<file path="config.mk">
export PLATFORM = sky130hd
export DESIGN_NAME = prog_sequencer
export DESIGN_NICKNAME = d
export VERILOG_FILES = /design/src/rtl/prog_sequencer_pkg.sv /design/src/rtl/prog_sequencer.sv
export SDC_FILE = /design/constraint.sdc
export NUM_CORES = 1
export LEC_CHECK = 0
export CAP_MARGIN = 20
export CELL_PAD_IN_SITES_DETAIL_PLACEMENT = 0
export CELL_PAD_IN_SITES_GLOBAL_PLACEMENT = 2
export CORE_MARGIN = 8
export CORE_UTILIZATION = 34
export CTS_CLUSTER_DIAMETER = 200
export CTS_CLUSTER_SIZE = 28
export DETAILED_ROUTE_END_ITERATION = 10
export GPL_ROUTABILITY_DRIVEN = 0
export PLACE_DENSITY = 0.82
export SYNTH_ARGS = -nofsm -noshare
export SYNTH_HDL_FRONTEND = slang
export SYNTH_SLANG_ARGS = --single-unit
export TNS_END_PERCENT = 5
</file>
<file path="constraint.sdc">
create_clock -name clk -period 4.35 [get_ports clk]
set_input_delay 0.87 -clock clk [delete_from_list [all_inputs] [get_ports clk]]
set_output_delay 0.87 -clock clk [all_outputs]
set_load 0.03 [all_outputs]
</file>
<file path="src/rtl/prog_sequencer_pkg.sv">
// Shared opcode constants and control states for the program sequencer.
// Imported by prog_sequencer.
package prog_sequencer_pkg;

  localparam logic [2:0] OP_MV   = 3'b000;
  localparam logic [2:0] OP_MVI  = 3'b001;
  localparam logic [2:0] OP_ADD  = 3'b010;
  localparam logic [2:0] OP_SUB  = 3'b011;
  localparam logic [2:0] OP_MOVO = 3'b100;
  localparam logic [2:0] OP_HALT = 3'b111;

  typedef enum logic [2:0] {
    IDLE,
    FETCH,
    LOAD,
    ISSUE,
    IMM_FETCH,
    IMM_LOAD,
    WAIT_DONE,
    HALT
  } state_e;

  // Reserved opcodes stop the program just like OP_HALT.
  function automatic logic op_stops(input logic [2:0] op);
    return !(op inside {OP_MV, OP_MVI, OP_ADD, OP_SUB, OP_MOVO});
  endfunction

endpackage

</file>
<file path="src/rtl/prog_sequencer.sv">
// Fetches program words and hands them to the processor one at a time.
// Optional watchdog on the done handshake: define WATCHDOG_EN.
module prog_sequencer
  import prog_sequencer_pkg::*;
#(
  parameter int ADDR_W   = 5,
  parameter int WD_LIMIT = 15
) (
  input  logic              clk,
  input  logic              rstn,
  input  logic              start,
  output logic [ADDR_W-1:0] mem_addr,
  input  logic [8:0]        mem_data,
  output logic [8:0]        din,
  output logic              run,
  input  logic              done,
  output logic              busy,
  output logic              halted,
  output logic [7:0]        instr_cnt,
  output logic              err
);

  if (WD_LIMIT < 1) begin : g_bad_wd_limit
    $error("WD_LIMIT must be at least 1");
  end

  state_e            state_q, state_d;
  logic [ADDR_W-1:0] pc_q, pc_d;
  logic [ADDR_W-1:0] mem_addr_q, mem_addr_d;
  logic [8:0]        ir_q, ir_d;
  logic [8:0]        imm_q, imm_d;
  logic [8:0]        din_q, din_d;
  logic              run_q, run_d;
  logic              busy_q, busy_d;
  logic              halted_q, halted_d;
  logic [7:0]        cnt_q, cnt_d;
  logic              ir_mvi;

`ifdef WATCHDOG_EN
  localparam int WD_W = $clog2(WD_LIMIT + 1);
  logic [WD_W-1:0] wd_q, wd_d;
  logic            err_q, err_d;
`endif

  assign ir_mvi = (ir_q[8:6] == OP_MVI);

  always_comb begin
    state_d    = state_q;
    pc_d       = pc_q;
    mem_addr_d = mem_addr_q;
    ir_d       = ir_q;
    imm_d      = imm_q;
    din_d      = din_q;
    run_d      = run_q;
    cnt_d      = cnt_q;
`ifdef WATCHDOG_EN
    wd_d       = wd_q;
    err_d      = err_q;
`endif
    unique case (state_q)
      IDLE, HALT: begin
        if (start) begin
          pc_d    = '0;
          cnt_d   = '0;
          run_d   = 1'b0;
          state_d = FETCH;
`ifdef WATCHDOG_EN
          err_d   = 1'b0;
`endif
        end
      end
      FETCH: begin
        mem_addr_d = pc_q;
        state_d    = LOAD;
      end
      LOAD: begin
        ir_d = mem_data;
        if (op_stops(mem_data[8:6])) begin
          state_d = HALT;
        end else if (mem_data[8:6] == OP_MVI) begin
          mem_addr_d = pc_q + ADDR_W'(1);
          state_d    = IMM_FETCH;
        end else begin
          state_d = ISSUE;
        end
      end
      IMM_FETCH: state_d = IMM_LOAD;
      IMM_LOAD: begin
        imm_d   = mem_data;
        state_d = ISSUE;
      end
      ISSUE: begin
        din_d   = ir_q;
        run_d   = 1'b1;
        state_d = WAIT_DONE;
`ifdef WATCHDOG_EN
        wd_d    = '0;
`endif
      end
      WAIT_DONE: begin
        din_d = ir_mvi ? imm_q : ir_q;
        if (done) begin
          run_d   = 1'b0;
          pc_d    = pc_q + (ir_mvi ? ADDR_W'(2) : ADDR_W'(1));
          state_d = FETCH;
          if (cnt_q != 8'hFF) cnt_d = cnt_q + 8'd1;
        end
`ifdef WATCHDOG_EN
        else if (wd_q == WD_W'(WD_LIMIT - 1)) begin
          err_d   = 1'b1;
          run_d   = 1'b0;
          state_d = HALT;
        end else begin
          wd_d = wd_q + WD_W'(1);
        end
`endif
      end
      default: state_d = IDLE;
    endcase
    busy_d   = !(state_d inside {IDLE, HALT});
    halted_d = (state_d == HALT);
  end

  always_ff @(posedge clk) begin
    if (!rstn) begin
      state_q    <= IDLE;
      pc_q       <= '0;
      mem_addr_q <= '0;
      ir_q       <= '0;
      imm_q      <= '0;
      din_q      <= '0;
      run_q      <= 1'b0;
      busy_q     <= 1'b0;
      halted_q   <= 1'b0;
      cnt_q      <= '0;
    end else begin
      state_q    <= state_d;
      pc_q       <= pc_d;
      mem_addr_q <= mem_addr_d;
      ir_q       <= ir_d;
      imm_q      <= imm_d;
      din_q      <= din_d;
      run_q      <= run_d;
      busy_q     <= busy_d;
      halted_q   <= halted_d;
      cnt_q      <= cnt_d;
    end
  end

`ifdef WATCHDOG_EN
  always_ff @(posedge clk) begin
    if (!rstn) begin
      wd_q  <= '0;
      err_q <= 1'b0;
    end else begin
      wd_q  <= wd_d;
      err_q <= err_d;
    end
  end
  assign err = err_q;
`else
  assign err = 1'b0;
`endif

  assign mem_addr  = mem_addr_q;
  assign din       = din_q;
  assign run       = run_q;
  assign busy      = busy_q;
  assign halted    = halted_q;
  assign instr_cnt = cnt_q;

endmodule

</file>
==> flow_summary_export.csv <==
group,metric,value,unit
die,die_h,101.6,um
global_route,antenna_found_initial,0,
clocking,cts_tree,"yes",
logic_synthesis,synth_edf_count,0,
timing,finalHoldViolCount,0,
drt,vias,2168,
drt,drtPass1Iterations,4,
timing,relSlewSlack,37.17,%
hold_path,hold_depth,2,
timing,fin_tns_setup,0,ns
drt,antenna_left,0,
setup_path,critPathArrivalTime,2.72,ns
setup_path,path_class,"primary input to flop",
clocking,cts_buffer_depth,2,
hold_path,worstHoldPathType,"flop to flop",
global_route,grt_pass1_wl,10270,um
timing,fmax,0.4035,GHz
global_route,overflow,0,
global_route,met1_usage,14.74,%
layout,fillCellCount,729,
layout,seq_area,1021,um2
drt,drt-vias-per-instance,5.162,
die,die_w,101.6,um
logic_synthesis,synth-main-ff-cell,"dfxtp_1",
clocking,clk_latency,0.31,ns
power,power_density,338.3,nW/um2
die,start_util,34.72,%
timing,tightest_slew,0.9383,ns
timing,setup_viol,0,
drt,drc,0,
drt,wirelength,6224,um
layout,areaGrowthSynthToFinish,21.09,%
placed_design,port_buffers,37,
die,row_count,31,
power,total_power,1.021,mW
setup_path,end_kind,"flop",
die,design.core.area,7176,um2
drt,wire_per_inst,14.82,um
logic_synthesis,syn_nets,311,
logic_synthesis,ys_warn_count,0,
placed_design,dpl.hpwl,4212,um
global_route,use_met3,3.505,%
logic_synthesis,netlist.area_leader.share,40.98,%
global_route,met2_usage,21.83,%
clocking,postCtsSetupRepairBufs,0,
run_status,status,"completed",
run,max-cap-violations,0,
logic_synthesis,synth-seq-area-share,40.98,%
drt,drtIter0Drc,126,
clocking,cts.repair.resized,0,
timing,fin_crit_sh,56.97,%
clocking,clk_pin_slew,0.10,ns
logic_synthesis,netlist_instances,293,
timing,grt_setup_unrepaired,"false",
logic_synthesis,synth_commonest_cells,"dfxtp_1, nand2_1, a21oi_1, nor2_1, nand3_1",
timing,period_needed,2.478,ns
clocking,cts_sinks,51,
die,dieArea,10320,um2
power,power_leakage,1.087,nW
layout,nets,338,
clocking,cts-root-buf,"clkbuf_8",
logic_synthesis,synth_area_leaders,"dfxtp_1, nand2_1, a21oi_1",
logic_synthesis,synth_area,2491,um2
layout,drive_gt1_share,5.919,%
global_route,gr-usage-all-layers,12.68,%
global_route,grt_pass1_vias,2107,
setup_path,cp.required,4.59,ns
layout,num_antenna_cells,0,
power,peakVddDrop,0.1359,mV
layout,multi_input_area,1325,um2
setup_path,start_kind,"primary input",
die,boundaryPins,39,
clocking,ctsHoldBuffers,0,
setup_path,reg2regPathDepth,5,
timing,final_max_slew_viol_count,0,
setup_path,crit_path_max_fanout,23,
global_route,top_usage_layer,"met2",
clocking,ctsHtreeMaxLevel,2,
global_route,grt_max_degree,31,
clocking,cts_buffers,5,
logic_synthesis,async_flop_share,0,%
logic_synthesis,yosysTopAreaCell,"dfxtp_1",
logic_synthesis,ys_seq_elements,51,
logic_synthesis,yosysMostFrequentCell,"dfxtp_1",
logic_synthesis,avgSynthCellArea,8.502,um2
timing,fin_skew,0.004858,ns
logic_synthesis,ys_types,52,
sequential cells by signal (all words and copies together) (netlist names), 3 cells and up:
name and cells:
state_q 3, ir_q 9, imm_q 9, mem_addr 5
instr_cnt 8, pc_q 5, din 9
metrics by stage:
stage	util (%)	setup slack (ns)	std cells	area, um2	hold slack (ns)
floorplan	-	2.386	293	2491	0.4366
global placement	40.42	1.549	412	2900	0.4424
detailed placement	40.42	1.530	412	2900	0.4489
CTS	42.04	1.858	420	3017	0.4651
global route	42.04	1.763	420	3017	0.4845
finish	42.04	1.872	420	3017	0.4650
kinds of logic (layout without fill, tap and decap cells):
| family | after synthesis | count (layout) | share of synthesized area [%] |
|---|---|---|---|
| AND/OR/NAND/NOR | 110 | 110 | 21.70 |
| AO/OA/AOI/OAI | 77 | 77 | 20.94 |
| flip-flops | 51 | 51 | 40.98 |
| buffers and inverters | 30 | 58 | 5.826 |
| multiplexers | 14 | 14 | 5.826 |
| adder cells (fa/ha/maj) | 5 | 5 | 2.813 |
| XOR/XNOR | 5 | 5 | 1.758 |
| other | 1 | 1 | 0.1505 |
path summary, 6_finish.rpt:
path,startpoint,end,slack (ns)
max,rstn,instr_cnt[7],1.87
min reg2reg,ir_q[0],ir_q[0],0.46
max reg2reg,state_q[2],instr_cnt[7],2.05
min,ir_q[0],ir_q[0],0.46
power breakdown:
group          switching (mW)  total, mW  internal, mW
Combinational          0.0932      0.161        0.0683
Clock                   0.176      0.350         0.175
Sequential             0.0235      0.509         0.485
per-layer routing:
layer,vias up,wire length [um]
li1,1099,-
met1,1023,2819
met2,42,3052
met3,4,290
met4,0,61
met5,-,0
cell usage in the layout (no fill, tap or decap), types with 2 or more instances in the layout:
cell type        Yosys  layout
or3_1                2       2
nand2b_1             3       3
and3_1               5       5
buf_4                5       3
nor4_1               2       2
a21boi_0             2       2
a311oi_1             6       6
o21bai_1             3       3
and3b_1              2       2
dfxtp_1             51      51
clkdlybuf4s50_1      0      37
o21ai_0             11      11
o311a_1              3       3
o21a_1               4       4
nor3b_2              2       2
a21oi_1             26      26
nor2_1              26      26
nand2_1             39      39
nand4_1              3       3
xnor2_1              5       5
o211a_1              2       2
inv_1               10      10
nor3_1               3       3
a31oi_1              4       4
nand3_1             14      14
mux2i_1             13      13
clkbuf_8             0       5
or4_1                3       3
ha_1                 4       4
o211ai_1             4       4
layout make-up:
type,instances,area share [%]
clock inverters,3,1.576
well taps,99,4.106
clock buffers,5,2.281
inverters,10,1.244
multi-input cells,212,43.92
flip-flops and latches,51,33.84
repair buffers,40,13.02
critical path, cell delays in order:
cell and delay (ns):
clkdlybuf4s50_1 1.00, nand2_1 0.22, or4_1 0.52, o211ai_1 0.10
(Power assumes the default switching activity.)
==> RTL change: new RTL, config.mk and constraints unchanged <==
Build with the macro `WATCHDOG_EN` defined.
--- a/src/rtl/prog_sequencer.sv
+++ b/src/rtl/prog_sequencer.sv
@@ -1,5 +1,7 @@
 // Fetches program words and hands them to the processor one at a time.
 // Optional watchdog on the done handshake: define WATCHDOG_EN.
+`define WATCHDOG_EN
+
 module prog_sequencer
   import prog_sequencer_pkg::*;
 #(
Function: no difference found for any inputs over 10 cycles, from zero or initial values and one cycle with rstn low; that may be too few to reach the edited logic, so the function may still have changed.
==> RTL change against the unedited design <==
Cell area is 3.8% higher. Fmax is 8.1% lower. Sequential cell count is 5 higher. Wire length is 2.6% higher. Die area is 3.4% higher. Worst setup slack worse by 0.22 ns. Area after synthesis is 4.0% higher. Count of clock-buffer cells in the layout stayed put. Total power is 11% higher. Critical endpoint unchanged.
==> RTL change: results (changes against the unedited design) <==
| Stage | Parameter | This run | Delta |
|---|---|---|---|
| outcome | Outcome | complete, no violations |  |
| hold path | Hold-critical path endpoint | ir_q[2] |  |
| setup path | Maximum net fanout on the critical path | 24 | +4.3% |
| hold path | Startpoint of the lowest-slack hold path | ir_q[2] |  |
| global routing | Wire length of the first global-routing pass | 10,690 µm | +4.0% |
| synth | Sequential cell area fraction in the yosys report | 0.4326 | +0.02280 |
| final layout | Total Nets Final | 351 | +3.8% |
| placed design | # port buffers | 38 | +2.7% |
| setup path | Startpoint of the lowest-slack register-to-register path | state_q[0] |  |
| power and ir drop | Worst voltage drop across the vdd grid | 0.1607 mV | +18% |
| setup path | Data arrival time of the worst path | 2.93 ns | +0.21 ns |
| placed design | Worst setup slack after placement | 1.339 ns | -0.1908 ns |
| global routing | Global-route total usage across every layer | 0.1265 | -0.0002240 |
| detailed routing | Met1 WL | 3137 µm | +11% |
| synth | Syn nets | 319 | +2.6% |
| setup path | Slowest cell on the critical path | a32oi_2 |  |
| power and ir drop | Proportion of power drawn by flip-flops and latches | 0.518 | +0.020 |
| final layout | Share of final-layout standard cells stronger than drive strength 1 | 0.06325 | +0.004063 |
| detailed routing | Met3 routed WL | 289 µm | -0.34% |
| setup path | Top Family by Delay on Critical Path | compound AO/OA/AOI/OAI gates |  |
| global routing | Number of global-route vias before repair | 2,175 | +3.2% |
| placed design | Detailed placement HPWL | 4272 µm | +1.4% |
| setup path | Max stage delay on crit path | 0.85 ns | -0.15 ns |
| power and ir drop | Internal Pwr Total | 0.7621 mW | +4.6% |
| sta | Worst-case setup margin in the final layout | 1.653 ns | -0.2192 ns |
| detailed routing | Wire length per cell after detailed routing | 14.72 µm | -0.68% |
| placed design | Cell count after placement | 426 | +3.4% |
| power and ir drop | Part of the total power dissipated in combinational logic | 0.210 | +0.052 |
| sta | Worst setup skew after layout | 0.008059 ns | +0.003201 ns |
| power and ir drop | P_comb | 0.237 mW | +47% |
| global routing | Grt met2 use | 0.2020 | -0.01632 |
| synth | Top area cells in the synthesized netlist | dfxtp_1 43%, nand2_1 5.8%, a21oi_1 5.6% |  |
| synth | Proportion of synthesized area in mux cells | 0.05215 | -0.006113 |
| sta | Transition time at the pin with the least slew margin | 1.055 ns | +0.1165 ns |
| detailed routing | Starting DRT DRC Count | 97 | -23% |
| detailed routing | Post-detailed-route via-to-cell ratio | 5.108 | -1.0% |
| final layout | Filler cells | 769 | +5.5% |
| synth | Library cells used by synthesis | 51 | -1.9% |
| setup path | Critical path startpoint | start |  |
| synth | XOR/XNOR share of the synthesized area | 0.02028 | +0.002701 |
| detailed routing | Routed met2 length | 2891 µm | -5.3% |
| detailed routing | Wire length reported by the detailed router | 6388 µm | +2.6% |
| global routing | Maximum number of pins on one net before global-route repair | 30 | -3.2% |
| synth | Cell count after synthesis | 299 | +2.0% |
| setup path | Worst Reg2Reg Path Length in Cells | 4 | -1 |
[RTL change: final cells by class]
class                   instances  area share
clock buffers                   5     0.02197
clock inverters                 3    0.008789
inverters                       8    0.009589
multi-input cells             218      0.4299
flip-flops and latches         56      0.3580
well taps                     102     0.04075
repair buffers                 42      0.1310
[RTL change: stage by stage]
step / util / hold slack (ns)
4_1_cts: 0.4139 / 0.4639
6_report: 0.4139 / 0.4628
3_5_place_dp: 0.4011 / 0.4467
2_1_floorplan: - / 0.4366
3_3_place_gp: 0.4011 / 0.4412
5_1_grt: 0.4139 / 0.4865
[RTL change: cells by family (layout without fill, tap and decap cells)]
group           count (synthesis)  in the layout
simple gates                  113            113
buf+inv                        25             58
compound gates                 79             79
flops                          56             56
xor+xnor                        6              6
fa+ha+maj                       7              7
mux                            13             13
[RTL change: tightest hold or removal path, stage by stage, from the launching register on]
cell	delay, ns
dfxtp_1	0.33
nand2_1	0.05
a21oi_1	0.05
